===== src/rtl/vga_pkg.sv =====
// Shared constants and types for the VGA pixel pipeline (800x600 visible window).
package vga_pkg;

   // Visible window expressed in vga_controller counter units
   localparam logic [10:0] H_VIS_START = 11'd184;
   localparam logic [10:0] H_VIS_END   = 11'd984;
   localparam logic [10:0] V_VIS_START = 11'd43;
   localparam logic [10:0] V_VIS_END   = 11'd643;

   // Visible dimensions in pixels
   localparam int VIS_W = 800;
   localparam int VIS_H = 600;

   // Background tiles are 16x16 pixels
   localparam int TILE_SHIFT = 4;
   localparam int TILE_COLS  = VIS_W >> TILE_SHIFT;

   // Square sprite edge length in pixels
   localparam int SPRITE_SIZE = 32;

   // Blank colour; also the "sprite disabled" colour
   localparam logic [7:0] RGB_BLACK = 8'h00;

   // Sprite command handshake states
   typedef enum logic {
      CMD_IDLE    = 1'b0,
      CMD_PENDING = 1'b1
   } cmd_state_e;

endpackage


===== src/rtl/vga_sprite_unit.sv =====
// Sprite command port, pending/active sprite registers and the pixel hit test.
// Commands are parked in a pending register and copied to the active register
// only at a frame boundary so the sprite never tears mid-frame.
module vga_sprite_unit
   import vga_pkg::*;
(
   input  logic       clk,
   input  logic       reset,
   input  logic       frame_boundary,
   input  logic       cmd_valid,
   output logic       cmd_ready,
   input  logic [9:0] cmd_x,
   input  logic [9:0] cmd_y,
   input  logic [7:0] cmd_color,
   input  logic [9:0] pix_x_p1,
   input  logic [9:0] pix_y_p1,
   output logic       hit_p2,
   output logic [7:0] color_p2
);

   localparam logic [9:0]  X_MAX   = 10'(VIS_W - SPRITE_SIZE);
   localparam logic [9:0]  Y_MAX   = 10'(VIS_H - SPRITE_SIZE);
   localparam logic [10:0] SIZE_11 = 11'(SPRITE_SIZE);

   // Keep the whole sprite on screen
   function automatic logic [9:0] sat_coord(input logic [9:0] val, input logic [9:0] lim);
      return (val > lim) ? lim : val;
   endfunction

   cmd_state_e  state_q, state_d;
   logic        pend_load, act_load;
   logic [9:0]  pend_x_q, pend_x_d, pend_y_q, pend_y_d;
   logic [9:0]  act_x_q, act_x_d, act_y_q, act_y_d;
   logic [7:0]  pend_color_q, pend_color_d, act_color_q, act_color_d;
   logic        hit_p2_q, hit_p2_d;
   logic [7:0]  color_p2_q, color_p2_d;
   logic [10:0] px_11, py_11, ax_11, ay_11;

   // Command FSM: accept in IDLE, promote pending to active at the frame boundary
   always_comb begin
      state_d   = state_q;
      pend_load = 1'b0;
      act_load  = 1'b0;
      if (state_q == CMD_IDLE) begin
         if (cmd_valid) begin
            pend_load = 1'b1;
            state_d   = CMD_PENDING;
         end
      end else begin
         if (frame_boundary) begin
            act_load = 1'b1;
            state_d  = CMD_IDLE;
         end
      end
   end

   assign cmd_ready = (state_q == CMD_IDLE);

   // Next values of the pending and active sprite registers
   always_comb begin
      pend_x_d     = pend_load ? sat_coord(cmd_x, X_MAX) : pend_x_q;
      pend_y_d     = pend_load ? sat_coord(cmd_y, Y_MAX) : pend_y_q;
      pend_color_d = pend_load ? cmd_color : pend_color_q;
      act_x_d      = act_load ? pend_x_q : act_x_q;
      act_y_d      = act_load ? pend_y_q : act_y_q;
      act_color_d  = act_load ? pend_color_q : act_color_q;
   end

   // FSM state and sprite colours; a zero colour keeps the sprite off after reset
   always_ff @(posedge clk or posedge reset) begin
      if (reset) begin
         state_q      <= CMD_IDLE;
         pend_color_q <= RGB_BLACK;
         act_color_q  <= RGB_BLACK;
      end else begin
         state_q      <= state_d;
         pend_color_q <= pend_color_d;
         act_color_q  <= act_color_d;
      end
   end

   // Sprite coordinates; meaningless while the colour is zero
   always_ff @(posedge clk) begin
      pend_x_q <= pend_x_d;
      pend_y_q <= pend_y_d;
      act_x_q  <= act_x_d;
      act_y_q  <= act_y_d;
   end

   // Hit test on the S1 pixel coordinates, widened to 11 bits so edge+SIZE never wraps
   always_comb begin
      px_11      = {1'b0, pix_x_p1};
      py_11      = {1'b0, pix_y_p1};
      ax_11      = {1'b0, act_x_q};
      ay_11      = {1'b0, act_y_q};
      hit_p2_d   = (act_color_q != RGB_BLACK) &&
                   (px_11 >= ax_11) && (px_11 < ax_11 + SIZE_11) &&
                   (py_11 >= ay_11) && (py_11 < ay_11 + SIZE_11);
      color_p2_d = act_color_q;
   end

   // ---- stage boundary S1 -> S2: hit travels alongside the tile RAM read ----
   always_ff @(posedge clk) begin
      hit_p2_q   <= hit_p2_d;
      color_p2_q <= color_p2_d;
   end

   assign hit_p2   = hit_p2_q;
   assign color_p2 = color_p2_q;

endmodule


===== src/rtl/vga_pixel_gen.sv =====
// Three-stage pixel generator: tile background from an external synchronous RAM
// with one sprite overlaid, plus syncs re-aligned to the pixel output.
module vga_pixel_gen
   import vga_pkg::*;
(
   input  logic        clk,
   input  logic        reset,
   input  logic [10:0] h_count,
   input  logic [10:0] v_count,
   input  logic        h_sync_in,
   input  logic        v_sync_in,
   output logic [10:0] tile_addr,
   input  logic [7:0]  tile_data,
   input  logic        cmd_valid,
   output logic        cmd_ready,
   input  logic [9:0]  cmd_x,
   input  logic [9:0]  cmd_y,
   input  logic [7:0]  cmd_color,
   output logic [7:0]  rgb,
   output logic        h_sync_out,
   output logic        v_sync_out,
   output logic [15:0] frame_count
);

   // Row-major tile index of the visible pixel (x, y)
   function automatic logic [10:0] tile_index(input logic [9:0] x, input logic [9:0] y);
      logic [10:0] row;
      logic [10:0] col;
      row = 11'(y >> TILE_SHIFT);
      col = 11'(x >> TILE_SHIFT);
      return row * 11'(TILE_COLS) + col;
   endfunction

   logic        vis_p1_q, vis_p1_d;
   logic [9:0]  x_p1_q, x_p1_d, y_p1_q, y_p1_d;
   logic [10:0] tile_addr_q, tile_addr_d;
   logic        hs_p1_q, hs_p1_d, vs_p1_q, vs_p1_d;
   logic        vis_p2_q, vis_p2_d;
   logic        hs_p2_q, hs_p2_d, vs_p2_q, vs_p2_d;
   logic [7:0]  rgb_q, rgb_d;
   logic        hs_out_q, hs_out_d, vs_out_q, vs_out_d;
   logic [15:0] frame_count_q, frame_count_d;
   logic        frame_boundary;
   logic        sprite_hit_p2;
   logic [7:0]  sprite_color_p2;

   // S1 inputs: visibility, visible coordinates, tile address and frame boundary
   always_comb begin
      vis_p1_d       = (h_count >= H_VIS_START) && (h_count < H_VIS_END) &&
                       (v_count >= V_VIS_START) && (v_count < V_VIS_END);
      x_p1_d         = 10'(h_count - H_VIS_START);
      y_p1_d         = 10'(v_count - V_VIS_START);
      tile_addr_d    = vis_p1_d ? tile_index(x_p1_d, y_p1_d) : tile_addr_q;
      hs_p1_d        = h_sync_in;
      vs_p1_d        = v_sync_in;
      frame_boundary = (v_count == V_VIS_END) && (h_count == 11'd0);
      frame_count_d  = frame_boundary ? frame_count_q + 16'd1 : frame_count_q;
   end

   // ---- stage boundary -> S1 (control) ----
   always_ff @(posedge clk or posedge reset) begin
      if (reset) begin
         vis_p1_q      <= 1'b0;
         tile_addr_q   <= '0;
         hs_p1_q       <= 1'b1;
         vs_p1_q       <= 1'b1;
         frame_count_q <= '0;
      end else begin
         vis_p1_q      <= vis_p1_d;
         tile_addr_q   <= tile_addr_d;
         hs_p1_q       <= hs_p1_d;
         vs_p1_q       <= vs_p1_d;
         frame_count_q <= frame_count_d;
      end
   end

   // ---- stage boundary -> S1 (pixel coordinates) ----
   always_ff @(posedge clk) begin
      x_p1_q <= x_p1_d;
      y_p1_q <= y_p1_d;
   end

   vga_sprite_unit u_sprite (
      .clk            (clk),
      .reset          (reset),
      .frame_boundary (frame_boundary),
      .cmd_valid      (cmd_valid),
      .cmd_ready      (cmd_ready),
      .cmd_x          (cmd_x),
      .cmd_y          (cmd_y),
      .cmd_color      (cmd_color),
      .pix_x_p1       (x_p1_q),
      .pix_y_p1       (y_p1_q),
      .hit_p2         (sprite_hit_p2),
      .color_p2       (sprite_color_p2)
   );

   // S2 delays visibility and syncs while the RAM registers tile_data
   always_comb begin
      vis_p2_d = vis_p1_q;
      hs_p2_d  = hs_p1_q;
      vs_p2_d  = vs_p1_q;
   end

   // ---- stage boundary S1 -> S2 ----
   always_ff @(posedge clk or posedge reset) begin
      if (reset) begin
         vis_p2_q <= 1'b0;
         hs_p2_q  <= 1'b1;
         vs_p2_q  <= 1'b1;
      end else begin
         vis_p2_q <= vis_p2_d;
         hs_p2_q  <= hs_p2_d;
         vs_p2_q  <= vs_p2_d;
      end
   end

   // S3 colour select: blanking, then sprite, then background tile
   always_comb begin
      rgb_d    = RGB_BLACK;
      hs_out_d = hs_p2_q;
      vs_out_d = vs_p2_q;
      if (vis_p2_q) begin
         rgb_d = sprite_hit_p2 ? sprite_color_p2 : tile_data;
      end
   end

   // ---- stage boundary S2 -> S3 ----
   always_ff @(posedge clk or posedge reset) begin
      if (reset) begin
         rgb_q    <= RGB_BLACK;
         hs_out_q <= 1'b1;
         vs_out_q <= 1'b1;
      end else begin
         rgb_q    <= rgb_d;
         hs_out_q <= hs_out_d;
         vs_out_q <= vs_out_d;
      end
   end

   assign tile_addr   = tile_addr_q;
   assign rgb         = rgb_q;
   assign h_sync_out  = hs_out_q;
   assign v_sync_out  = vs_out_q;
   assign frame_count = frame_count_q;

endmodule


===== config.mk =====
export PLATFORM = sky130hd
export DESIGN_NAME = vga_pixel_gen
export DESIGN_NICKNAME = d
export VERILOG_FILES = /design/src/rtl/vga_pkg.sv /design/src/rtl/vga_sprite_unit.sv /design/src/rtl/vga_pixel_gen.sv
export SDC_FILE = /design/constraint.sdc
export NUM_CORES = 1
export LEC_CHECK = 0
export ABC_AREA = 1
export CELL_PAD_IN_SITES_DETAIL_PLACEMENT = 1
export CELL_PAD_IN_SITES_GLOBAL_PLACEMENT = 1
export CORE_MARGIN = 2
export CORE_UTILIZATION = 44
export CTS_CLUSTER_SIZE = 30
export DETAILED_ROUTE_END_ITERATION = 10
export PLACE_DENSITY = 0.93
export SYNTH_ARGS = -nofsm -noshare
export SYNTH_HDL_FRONTEND = slang
export SYNTH_HIERARCHICAL = 1
export SYNTH_SLANG_ARGS = --single-unit
export TNS_END_PERCENT = 20

===== constraint.sdc =====
create_clock -name clk -period 3.5 [get_ports clk]
set_input_delay 0.7 -clock clk [delete_from_list [all_inputs] [get_ports clk]]
set_output_delay 0.7 -clock clk [all_outputs]
set_load 0.05 [all_outputs]

==> results.md, run 1 <==
- Startpoint Class: input port
- Avg Cell Area, Syn: 8.90 sq um
- Final Setup Violations: 2
- Yosys cell types: 41
- RePlAce Congestion: 0.848
- DRC viols: 0
- Synth top area share: 20.1%
- Largest net degree at the start of global routing: 44
- Final HPWL DP: 15600 um
- Post-synthesis sequential area ratio: 49.0%
- Async SR Flop Fraction: 46.5%
- Number of global-route vias before repair: 6874
- Worst r2r dst: u_sprite/hit_p2$_DFF_P_
- Worst Path Arrival: 4060 ps
- Final setup TNS: -277 ps
- Clk_skew: 7.62 ps
- Hold-fix buffers, CTS: 0
- DP Cell Count: 1083
- Cts bufs inserted: 17
- #FFs+latches synth: 129
- Final Slew Violations: 0
- Sequential share of power: 33.5%
- Initial antenna violation count: 1
- Pwr per Cell Area: 542 mW/mm^2
- Share of layout cells above drive strength 1: 20.6%
- Root buf cell: clkbuf_16
- Final ANT Viol Nets: 0
- Number of synthesized flops with an enable pin: 40
- Synth top cells by count: nand2_1 (176), inv_1 (115), nor2_1 (64)
- # H-tree levels: 4
- Total congestion overflow: 0
- Area after DPL: 0.00839 sq mm
- FP Rows: 45
- Via count: 6434
- Final Cell Area: 0.00934 sq mm
- Top_reg_cell synth: dfrtp_1
- Mapped Cells: 754
- RSZ-0062 raised after global routing: true
- Clk_lat worst skew: 440 ps
- Drt total wl: 27600 um
- Switching share of power: 36.1%
- Wire per inst: 24.4 um
- Worst slew pin tran: 951 ps
- Period utilization: 107%
- Core footprint: 0.0150 sq mm
- Area contributors post-synth: dfrtp_1 (20%), edfxtp_1 (18%), ha_1 (10%)
- Post-route insts no fill: 1133
- Total Routing Usage GR: 30.1%
- CP Launch Point: v_count[0]
- R2R Path Start: u_sprite/act_x_q[7]$_DFFE_PP_
- Internal cell power: 0.00323 W
- Synthesized netlist net count: 874
- Area leader, netlist: dfrtp_1
- Req. time, crit path: 3810 ps
- Top-Level Pins: 101
- CTS sink count: 129
- Final-stage net count: 1052
- Drt pass-1 iters: 5
- Final worst setup slack: -245 ps
- Initial Utilization: 44.6%
- Fmax: 0.267 GHz
- Syn-to-layout area delta: 39.2%
- Failing checks: setup timing
- Die footprint: 0.0163 sq mm
- Yosys warning count: 6
- Critical path endpoint category: register
- Die Height: 127 um
- Clock group share of total power: 33.4%
- Pleak: 4.48 nW
- Peak VDD IR: 0.000416 V
- Worst-path fanout max: 4
- Min-Delay Path Class: reg2reg
- Count leader, synth: nand2_1
- Status: complete, but fails checks
- 1st-iter DRT viols: 477
- Vias per inst: 5.68
- Critical path class: in2reg
- Post-Syn Area: 0.00671 sq mm
- Diodes inserted: 0
- Die Width: 127 um
- Clk buf depth: 2
- Critical path endpoint: tile_addr[9]$_DFFE_PP0P_
- Max_cap viols: 0
- Slew HR: 36.5%
- Psw: 0.00183 W
- Hold Vio Cnt, Final: 0
- Port bufs: 100
- Gate power share: 33.1%
- Min Tclk post-route: 3740 ps
- CTS tree: yes
- Pre-CTS worst setup slack: -845 ps
- Clk slew on worst S/H paths: 70 ps
- R2R cell count: 9
- Reg2Reg Setup Slack: 1320 ps
- Tot Pwr: 0.00506 W
- First-pass GRT wire length: 36900 um
## metal layers
layer	track usage [%]	up-vias	part of all wire (%)
met5	0	-	0.047
met1	33.2	3141	37
met2	52.0	384	50
met3	7.71	128	6.2
met4	18.4	2	5.9
li1	-	2779	-
## logic make-up after synthesis
kind of cell	after synthesis	synth area share (%)
buffers and inverters	130	7.51
adders and majority gates	57	10.9
AOI/OAI and AO/OA	53	4.33
and+or+nand+nor	349	23.6
xor gates and xnor gates	36	4.70
DFF	129	49.0
## critical path, stage by stage
cell,delay [ps]
buf_8,100
ha_4,170
o21ai_4,200
nand2_4,100
buf_6,130
nand3_4,70
buf_4,140
a21oi_2,60
nor2_1,190
ha_1,310
ha_4,280
ha_4,270
a21oi_2,210
nand2_1,170
xnor2_4,190
nor4_2,210
nand2_1,170
nand2_2,120
nand2_1,90
nand3_1,90
nand2_1,100
## cells in the final DEF, fill, tap and decap left out, drive strengths merged, types with 2 or more instances in the layout
cell type      instances
a21oi                 20
buf                   69
clkbuf                22
clkdlybuf4s50         91
clkinv                 5
clkinvlp               2
dfrtp                 54
dfstp                  6
dfxtp                 29
dlymetal6s2s           2
edfxtp                40
fa                     2
ha                    55
inv                  129
nand2                186
nand3                 43
nand4                 21
nor2                  69
nor3                  16
nor4                   6
o21a                   3
o21ai                 26
or2                    5
xnor2                 14
xor2                  22
## cell type report
cell class	count	area (sq um)
Fill cell	1672	5700
Inverter	122	460
Tap cell	188	235
Timing Repair Buffer	167	1520
Clock buffer	18	429
Sequential cell	129	3290
Clock inverter	14	105
Multi-Input combinational cell	495	3300
## what timing repair did
item,4_1_cts,5_1_grt
setup buffers,6,12
endpoints found under the setup margin,5,4
gates resized for setup,33,51
pin swaps,12,33
## power by group through the flow
stage	Sequential [W]	Clock [W]	Combinational (W)
after floorplan	0.00190	0	0.000578
after global placement	0.00171	0	0.00122
after detailed placement	0.00171	0	0.00130
after CTS	0.00169	0.00167	0.00143
after global routing	0.00170	0.00176	0.00174
final	0.00170	0.00169	0.00168
## registers in the layout (all words and copies together), names as in the netlist, 8 cells and up
| register | count |
|---|---|
| frame_count | 16 |
| tile_addr | 11 |
| u_sprite/act_x_q | 10 |
| u_sprite/act_y_q | 10 |
| u_sprite/pend_x_q | 10 |
| u_sprite/pend_y_q | 10 |
| x_p1_q | 10 |
| y_p1_q | 10 |
| rgb | 8 |
| u_sprite/act_color_q | 8 |
| u_sprite/color_p2 | 8 |
| u_sprite/pend_color_q | 8 |
## worst min-delay path by stage
stage,startpoint,endpoint,cells after the start
global route,hs_out_d$_DFF_PP1_,h_sync_out$_DFF_PP1_,0
CTS,vis_p1_q$_DFF_PP0_,vis_p2_q$_DFF_PP0_,0
detailed placement,vis_p1_q$_DFF_PP0_,vis_p2_q$_DFF_PP0_,0
floorplan,vis_p1_q$_DFF_PP0_,vis_p2_q$_DFF_PP0_,0
finish,hs_out_d$_DFF_PP1_,h_sync_out$_DFF_PP1_,0
global placement,vis_p1_q$_DFF_PP0_,vis_p2_q$_DFF_PP0_,0
## per-stage QoR
| stage | utilization, % | hold WS (ps) |
|---|---|---|
| 2_1_floorplan | - | 331 |
| 3_3_place_gp | 55.8 | 337 |
| 3_5_place_dp | 55.8 | 337 |
| 4_1_cts | 60.5 | 351 |
| 5_1_grt | 62.1 | 366 |
| 6_report | 62.1 | 366 |
Note: power is estimated with default switching activity, not from simulation.
==> run 2, diff against run 1 <==
--- a/config.mk
+++ b/config.mk
@@ -10,6 +10,7 @@
 export CELL_PAD_IN_SITES_GLOBAL_PLACEMENT = 1
 export CORE_MARGIN = 2
 export CORE_UTILIZATION = 44
+export CTS_CLUSTER_DIAMETER = 150
 export CTS_CLUSTER_SIZE = 30
 export DETAILED_ROUTE_END_ITERATION = 10
 export PLACE_DENSITY = 0.93
==> results of run 2 <==
Same layout as run 1: the final DEF is identical, and so are final timing and power.
